### config.mk
export PLATFORM = sky130hd
export DESIGN_NAME = show_text_line
export DESIGN_NICKNAME = d
export VERILOG_FILES = /design/src/rtl/text_pkg.sv /design/src/rtl/char_font_rom.sv /design/src/rtl/show_text_line.sv
export SDC_FILE = /design/constraint.sdc
export NUM_CORES = 1
export LEC_CHECK = 0
export ABC_AREA = 1
export BUFFER_PORTS_ARGS = -buffer_cell sky130_fd_sc_hd__buf_2
export CAP_MARGIN = 20
export CORE_ASPECT_RATIO = 1.25
export CORE_MARGIN = 5
export CORE_UTILIZATION = 67
export CTS_CLUSTER_DIAMETER = 80
export DETAILED_ROUTE_END_ITERATION = 7
export GPL_ROUTABILITY_DRIVEN = 0
export PLACE_DENSITY = 0.86
export SYNTH_ARGS = -nofsm -noshare
export SYNTH_HDL_FRONTEND = slang
export SYNTH_HIERARCHICAL = 1
export SYNTH_SLANG_ARGS = --single-unit
### constraint.sdc
create_clock -name clk -period 5.5 [get_ports clk]
set_input_delay 0.825 -clock clk [delete_from_list [all_inputs] [get_ports clk]]
set_output_delay 0.825 -clock clk [all_outputs]
set_load 0.05 [all_outputs]
### src/rtl/text_pkg.sv
// Shared types, cell geometry and the 5x8 font table for the text-line renderer.
package text_pkg;

  localparam int CHAR_W = 5;
  localparam int CHAR_H = 8;
  localparam int CELL_W = 6;

  typedef logic [7:0] char_t;
  typedef logic [CHAR_W-1:0] glyph_row_t;

  // Glyphs are drawn leftmost-first below; the result is flipped so bit 0 is the leftmost pixel.
  function automatic glyph_row_t font_row(input char_t code, input logic [2:0] row);
    logic [39:0] g;
    logic [39:0] sh;
    case (code)
      8'h30:   g = {5'b01110, 5'b10001, 5'b10011, 5'b10101, 5'b11001, 5'b10001, 5'b01110, 5'b00000};
      8'h31:   g = {5'b00100, 5'b01100, 5'b00100, 5'b00100, 5'b00100, 5'b00100, 5'b01110, 5'b00000};
      8'h32:   g = {5'b01110, 5'b10001, 5'b00001, 5'b00010, 5'b00100, 5'b01000, 5'b11111, 5'b00000};
      8'h33:   g = {5'b11111, 5'b00010, 5'b00100, 5'b00010, 5'b00001, 5'b10001, 5'b01110, 5'b00000};
      8'h34:   g = {5'b00010, 5'b00110, 5'b01010, 5'b10010, 5'b11111, 5'b00010, 5'b00010, 5'b00000};
      8'h35:   g = {5'b11111, 5'b10000, 5'b11110, 5'b00001, 5'b00001, 5'b10001, 5'b01110, 5'b00000};
      8'h36:   g = {5'b00110, 5'b01000, 5'b10000, 5'b11110, 5'b10001, 5'b10001, 5'b01110, 5'b00000};
      8'h37:   g = {5'b11111, 5'b00001, 5'b00010, 5'b00100, 5'b01000, 5'b01000, 5'b01000, 5'b00000};
      8'h38:   g = {5'b01110, 5'b10001, 5'b10001, 5'b01110, 5'b10001, 5'b10001, 5'b01110, 5'b00000};
      8'h39:   g = {5'b01110, 5'b10001, 5'b10001, 5'b01111, 5'b00001, 5'b00010, 5'b01100, 5'b00000};
      default: g = 40'd0;
    endcase
    sh = g << ({3'd0, row} * 6'd5);
    return {sh[35], sh[36], sh[37], sh[38], sh[39]};
  endfunction

endpackage

### src/rtl/char_font_rom.sv
// Combinational glyph-row lookup: (code, row) -> 5 pixels, bit 0 leftmost.
module char_font_rom
  import text_pkg::*;
(
  input  logic [7:0]        code,
  input  logic [2:0]        row,
  output logic [CHAR_W-1:0] bits
);

  assign bits = font_row(code, row);

endmodule

### src/rtl/show_text_line.sv
// Framed, double-buffered line of NUM_CHARS scaled 5x8 glyphs driven by VGA visible counters.
// Define SHOW_TEXT_CURSOR_EN to add a blinking inverse-video cursor and the cursor_pos port.
module show_text_line
  import text_pkg::*;
#(
  parameter int NUM_CHARS = 8,
  parameter int SCALE     = 4,
  parameter int X_LOC     = 70,
  parameter int Y_LOC     = 150,
  parameter int HC_W      = 10,
  parameter int VC_W      = 10,
  parameter int BLINK_FR  = 30,
  localparam int IW       = (NUM_CHARS > 1) ? $clog2(NUM_CHARS) : 1
) (
  input  logic            clk,
  input  logic            rst,
  input  logic [HC_W-1:0] hc_visible,
  input  logic [VC_W-1:0] vc_visible,
  input  logic            frame_sync,
  input  logic            wr_en,
  input  logic [IW-1:0]   wr_idx,
  input  logic [7:0]      wr_char,
  input  logic            commit,
`ifdef SHOW_TEXT_CURSOR_EN
  input  logic [IW-1:0]   cursor_pos,
`endif
  output logic            busy,
  output logic            in_square,
  output logic            in_character
);

  localparam int BOX_W = (CELL_W * NUM_CHARS + 1) * SCALE;
  localparam int BOX_H = (CHAR_H + 1) * SCALE;
  localparam logic [HC_W-1:0] BX0 = HC_W'(X_LOC);
  localparam logic [HC_W-1:0] BX1 = HC_W'(X_LOC + BOX_W);
  localparam logic [HC_W-1:0] TX0 = HC_W'(X_LOC + SCALE);
  localparam logic [HC_W-1:0] XE  = HC_W'(X_LOC + BOX_W - 1);
  localparam logic [VC_W-1:0] BY0 = VC_W'(Y_LOC);
  localparam logic [VC_W-1:0] BY1 = VC_W'(Y_LOC + BOX_H);
  localparam logic [VC_W-1:0] TY0 = VC_W'(Y_LOC + SCALE);
  localparam logic [2:0]      SUB_LAST = 3'(SCALE - 1);
  localparam logic [2:0]      COL_LAST = 3'(CELL_W - 1);
  localparam logic [2:0]      ROW_LAST = 3'(CHAR_H - 1);
  localparam logic [IW-1:0]   CHR_LAST = IW'(NUM_CHARS - 1);

  char_t front_q [NUM_CHARS];
  char_t front_d [NUM_CHARS];
  char_t back_q  [NUM_CHARS];
  char_t back_d  [NUM_CHARS];
  logic          busy_q, busy_d;
  logic [2:0]    sub_x_q, sub_x_d, col_q, col_d, sub_y_q, sub_y_d, row_q, row_d;
  logic [IW-1:0] chr_q, chr_d;
  logic          in_square_q, in_square_d, in_character_q, in_character_d;
  logic          in_tx_s, in_ty_s, bit_s, pix_s;
  glyph_row_t    glyph_s;

  assign in_tx_s = (hc_visible >= TX0) && (hc_visible < BX1);
  assign in_ty_s = (vc_visible >= TY0) && (vc_visible < BY1);

  // A swap needs busy already set, so a commit on a frame_sync edge waits for the next frame_sync.
  always_comb begin
    front_d = front_q;
    back_d  = back_q;
    busy_d  = busy_q;
    if (wr_en && !busy_q && (int'(wr_idx) < NUM_CHARS)) begin
      back_d[wr_idx] = wr_char;
    end else begin
      back_d = back_q;
    end
    if (busy_q) begin
      if (frame_sync) begin
        front_d = back_q;
        busy_d  = 1'b0;
      end else begin
        busy_d  = 1'b1;
      end
    end else begin
      busy_d = commit;
    end
  end

  always_comb begin
    sub_x_d = sub_x_q;
    col_d   = col_q;
    chr_d   = chr_q;
    if (!in_tx_s) begin
      sub_x_d = 3'd0;
      col_d   = 3'd0;
      chr_d   = IW'(0);
    end else if (sub_x_q != SUB_LAST) begin
      sub_x_d = sub_x_q + 3'd1;
    end else begin
      sub_x_d = 3'd0;
      if (col_q != COL_LAST) begin
        col_d = col_q + 3'd1;
      end else begin
        col_d = 3'd0;
        chr_d = (chr_q == CHR_LAST) ? IW'(0) : chr_q + IW'(1);
      end
    end
  end

  always_comb begin
    sub_y_d = sub_y_q;
    row_d   = row_q;
    if (!in_ty_s) begin
      sub_y_d = 3'd0;
      row_d   = 3'd0;
    end else if (hc_visible == XE) begin
      if (sub_y_q != SUB_LAST) begin
        sub_y_d = sub_y_q + 3'd1;
      end else begin
        sub_y_d = 3'd0;
        row_d   = (row_q == ROW_LAST) ? 3'd0 : row_q + 3'd1;
      end
    end else begin
      sub_y_d = sub_y_q;
      row_d   = row_q;
    end
  end

  char_font_rom u_font (
    .code (front_q[chr_q]),
    .row  (row_q),
    .bits (glyph_s)
  );

`ifdef SHOW_TEXT_CURSOR_EN
  localparam int BW = $clog2(BLINK_FR + 1);
  logic [BW-1:0] fcnt_q, fcnt_d;
  logic          blink_q, blink_d;

  always_comb begin
    fcnt_d  = fcnt_q;
    blink_d = blink_q;
    if (!frame_sync) begin
      fcnt_d = fcnt_q;
    end else if (fcnt_q == BW'(BLINK_FR - 1)) begin
      fcnt_d  = BW'(0);
      blink_d = ~blink_q;
    end else begin
      fcnt_d = fcnt_q + BW'(1);
    end
  end

  always_ff @(posedge clk) begin
    if (!rst) begin
      fcnt_q  <= BW'(0);
      blink_q <= 1'b0;
    end else begin
      fcnt_q  <= fcnt_d;
      blink_q <= blink_d;
    end
  end
`endif

  always_comb begin
    if (col_q == COL_LAST) begin
      bit_s = 1'b0;
    end else begin
      bit_s = glyph_s[col_q];
    end
    pix_s = bit_s;
`ifdef SHOW_TEXT_CURSOR_EN
    if (blink_q && (chr_q == cursor_pos) && (col_q != COL_LAST)) begin
      pix_s = ~bit_s;
    end else begin
      pix_s = bit_s;
    end
`endif
    in_square_d    = (hc_visible >= BX0) && (hc_visible < BX1) &&
                     (vc_visible >= BY0) && (vc_visible < BY1);
    in_character_d = in_tx_s && in_ty_s && pix_s;
  end

  always_ff @(posedge clk) begin
    if (!rst) begin
      front_q        <= '{default: 8'h20};
      back_q         <= '{default: 8'h20};
      busy_q         <= 1'b0;
      sub_x_q        <= 3'd0;
      col_q          <= 3'd0;
      chr_q          <= IW'(0);
      sub_y_q        <= 3'd0;
      row_q          <= 3'd0;
      in_square_q    <= 1'b0;
      in_character_q <= 1'b0;
    end else begin
      front_q        <= front_d;
      back_q         <= back_d;
      busy_q         <= busy_d;
      sub_x_q        <= sub_x_d;
      col_q          <= col_d;
      chr_q          <= chr_d;
      sub_y_q        <= sub_y_d;
      row_q          <= row_d;
      in_square_q    <= in_square_d;
      in_character_q <= in_character_d;
    end
  end

  assign busy         = busy_q;
  assign in_square    = in_square_q;
  assign in_character = in_character_q;

endmodule

==> results.md <==
Status:
- The run finished with clean final reports.

Logic synthesis:
- The synthesized instance count is 1235.
- The number of nets handed over by synthesis was 1281.
- The number of distinct library cell variants in the gate-level netlist after synthesis is 32.
- In this run, synthesis produced a sequential element count of 146.
- The count of yosys warnings during synthesis is 6.
- For this run, the register share of the synthesized area comes to 37.1%.
- Dividing the synthesized area by the synthesized cell count gives 6.37 µm².
- After synthesis the cells add up to 0.00787 mm².

STA:
- For this run, the top clock speed supported by timing is 250 MHz.
- Across all hold checks on the routed design, the worst slack comes to 0.420 ns.
- The final setup violation count is 0.
- Setup total negative slack on the finished layout was measured at 0 ns.
- The worst-margin pin slew is 0.994 ns.
- In this run the tightest slew margin relative to its limit is 33.7%.
- Setup repair after global routing left no endpoint under its margin.
- The final max-slew violation count is 0.
- After layout, the minimum clock period comes to 4.00 ns.
- After layout, the worst setup slack is 1.50 ns.
- The count of final hold-check violations is 0.
- Across the routed clock network, the largest skew measured is 0.0113 ns.
- The final critical-path share of the clock period is 72.7%.

Detailed routing:
- The number of routed nets with antenna violations is 0.
- The number of iterations in the first detailed-routing pass is 7.
- The remaining design rule violation count is 0.
- Using the TritonRoute via totals, the vias-per-cell ratio works out to 5.64.
- The post-detailed-route wirelength per cell is 14.4 µm.
- The via total after detailed routing is 7806.
- The iteration-0 DRC count of the detailed router is 746.
- The total wire length is 20000 µm.

Clock network:
- The H-tree level count is 4.
- After clock tree synthesis, the clock-pin slew on the worst setup and hold paths is 0.06 ns.
- TritonCTS built the clock tree.
- The number of buffers inserted for hold repair after clock tree synthesis is 0.
- No sink is reached through more buffers than the 2 on the longest clock path.
- The count of instances resized after the clock tree is built is 0.
- The tree built by TritonCTS fans out to 146 sinks.
- The number of setup buffers added after CTS is 0.
- Counting the buffers created by CTS gives 17.
- Clock tree synthesis selected as its root buffer the cell sky130_fd_sc_hd__clkbuf_16.
- The later pin in the worst-skew pair is clocked with a latency of 0.42 ns.

Floorplan:
- Measured along the y axis, the die boundary spans 131 µm.
- The initial cell density of the core is 68.1%.
- The initialized floorplan defines 44 standard-cell rows.
- The floorplan core area is 0.0116 mm².
- The die extent in x is 107 µm.
- 39 I/O pins were placed.
- The floorplan die area is 0.0140 mm².

Worst setup path:
- The startpoint kind of the worst setup timing path is a flip-flop.
- The worst-path cell with the longest stage delay is sky130_fd_sc_hd__dfxtp_1.
- The longest individual stage delay on the worst path is 0.77 ns.
- The data required time of the worst path is 5.82 ns.
- The critical path data arrival time is 4.31 ns.
- The worst-path maximum fanout is 24.
- The setup path with the least slack is of type reg -> reg.
- The worst setup path is captured at a flip-flop.
- The most repeated library cell on the critical path is sky130_fd_sc_hd__nand2_1.
- The family with the most delay on the worst path is simple AND/OR/NAND/NOR gates.
- The depth of the critical timing path with buffers and inverters included is 26.
- Counting cells, the worst reg-to-reg path comes to 26.
- The count of buffering cells on the critical path with inverters included is 2.

Final layout:
- The fraction of layout cells with a size suffix above 1 is 11.5%.
- The final net count is 1280.
- The total inserted antenna cells is 0.
- The final core utilization is 74.8%.
- From synthesis to final layout, the design area changed by 9.89%.

Placed design:
- OpenSTA, run right after detailed placement, puts the worst setup slack at 1.62 ns.
- The count of buffers added on input and output ports is 37.
- The wire-length estimate of the detail-placed layout is 13000 µm.

Pwr:
- The total leakage power is 4.01 nW.
- Across the VDD grid, the largest voltage drop is 0.290 mV.
- The final total power is 2.59 mW.
- Dividing total power by cell area gives a power density of 299 mW/mm².

Job:
- The tool flagged a number of max-cap violations equal to 0.

Global routing:
- The global-route wire length before repair is 33800 µm.
- The global-route usage over all layers is 29.0%.
- The number of global-route vias before repair was 7366.
- The total congestion overflow is 0.
- The initial antenna violation count came to 0.
- Entering global routing, the biggest net connects 68 pins.

Hold path:
- The type of the worst min-delay path is reg -> reg.
- Counting instances, the worst hold path has a depth of 1.
[registers in the layout (all words and copies together) (netlist names)]
signal        cells
col_q             3
busy              1
in_square         1
back_q           64
sub_y_q           3
front_q          64
chr_q             3
in_character      1
sub_x_q           3
row_q             3
[routing by layer]
layer	wire length, µm	up-vias	track usage [%]
li1	-	3984	-
met1	8180	3508	36.0
met2	10100	257	49.5
met3	1050	57	5.10
met4	674	0	11.9
met5	0	-	0
[cell type report]
class | count | area (µm²)
multi-input cells | 947 | 4370
flip-flops and latches | 146 | 2920
fillers | 958 | 2910
clock buffers | 18 | 429
inverters | 77 | 290
repair buffers | 45 | 258
clock inverters | 14 | 203
well taps | 138 | 173
[cell usage after synthesis (all sizes together)]
library cell	number	area share, %
a21oi	14	0.94
buf	34	2.1
clkbuf	31	1.5
clkinv	1	0.064
dfxtp	146	37
ha	10	1.6
inv	76	3.6
mux2i	8	1.0
nand2	236	12
nand3	126	8.4
nand3b	3	0.29
nand4	9	0.72
nor2	351	19
nor3	1	0.064
nor3b	1	0.095
nor4	1	0.080
o211ai	4	0.38
o21ai	172	11
o22ai	8	0.64
or2	2	0.16
or3	1	0.080
[per-stage QoR]
stage / cells / instance area [µm²]
floorplan: 1235 / 7870
global placement: 1352 / 8000
detailed placement: 1352 / 8000
CTS: 1384 / 8630
global route: 1385 / 8650
finish: 1385 / 8650
[worst register-to-register path, stage by stage (launching register included)]
cell and delay (ns):
sky130_fd_sc_hd__dfxtp_1 0.77, sky130_fd_sc_hd__inv_2 0.38, sky130_fd_sc_hd__o21ai_0 0.34, sky130_fd_sc_hd__o21ai_1 0.14
sky130_fd_sc_hd__nand2_1 0.08, sky130_fd_sc_hd__nand2_1 0.06, sky130_fd_sc_hd__nand2_1 0.11, sky130_fd_sc_hd__inv_2 0.07
sky130_fd_sc_hd__nand2_4 0.13, sky130_fd_sc_hd__nor2_1 0.10, sky130_fd_sc_hd__nor2_2 0.16, sky130_fd_sc_hd__nand2_1 0.12
sky130_fd_sc_hd__nor2_1 0.22, sky130_fd_sc_hd__nand3_1 0.10, sky130_fd_sc_hd__nand3_1 0.11, sky130_fd_sc_hd__nand3_1 0.09
sky130_fd_sc_hd__nand3b_1 0.15, sky130_fd_sc_hd__nand2_1 0.08, sky130_fd_sc_hd__nand2_1 0.06, sky130_fd_sc_hd__nand2_1 0.05
sky130_fd_sc_hd__or2_2 0.28, sky130_fd_sc_hd__nand2_1 0.05, sky130_fd_sc_hd__o21ai_0 0.07, sky130_fd_sc_hd__nand2_1 0.06
sky130_fd_sc_hd__nand2_1 0.05, sky130_fd_sc_hd__nand2_1 0.05, sky130_fd_sc_hd__nor2_1 0.03
[power breakdown]
group	internal (mW)	switching, mW
clock network	0.766	0.469
logic	0.0722	0.154
registers	1.10	0.0221
[worst paths after layout]
kind	from	endpoint	slack [ns]
worst max-delay path	chr_q[0]	in_character	1.50
worst min-delay path	sub_x_q[0]	sub_x_q[0]	0.42
worst max register to register	chr_q[0]	in_character	1.50
worst min register to register	sub_x_q[0]	sub_x_q[0]	0.42
[layout by cell type, fill, tap and decap left out, types with 17 or more instances in the layout]
master / count
sky130_fd_sc_hd__inv_1: 54
sky130_fd_sc_hd__o21ai_1: 18
sky130_fd_sc_hd__dfxtp_1: 146
sky130_fd_sc_hd__buf_2: 37
sky130_fd_sc_hd__nand2_1: 229
sky130_fd_sc_hd__inv_2: 22
sky130_fd_sc_hd__o21ai_0: 154
sky130_fd_sc_hd__clkbuf_16: 17
sky130_fd_sc_hd__nor2_1: 323
sky130_fd_sc_hd__nand3_1: 120
[logic make-up (layout without fill, tap and decap cells)]
logic type,Yosys count,after routing,synth area share (%)
and+or+nand+nor,731,731,40.1
AOI/OAI and AO/OA,198,198,12.9
DFF,146,146,37.1
buffers and inverters,142,154,7.30
adders and majority gates,10,10,1.59
muxes,8,8,1.02
Note: power is estimated with default switching activity, not from simulation.
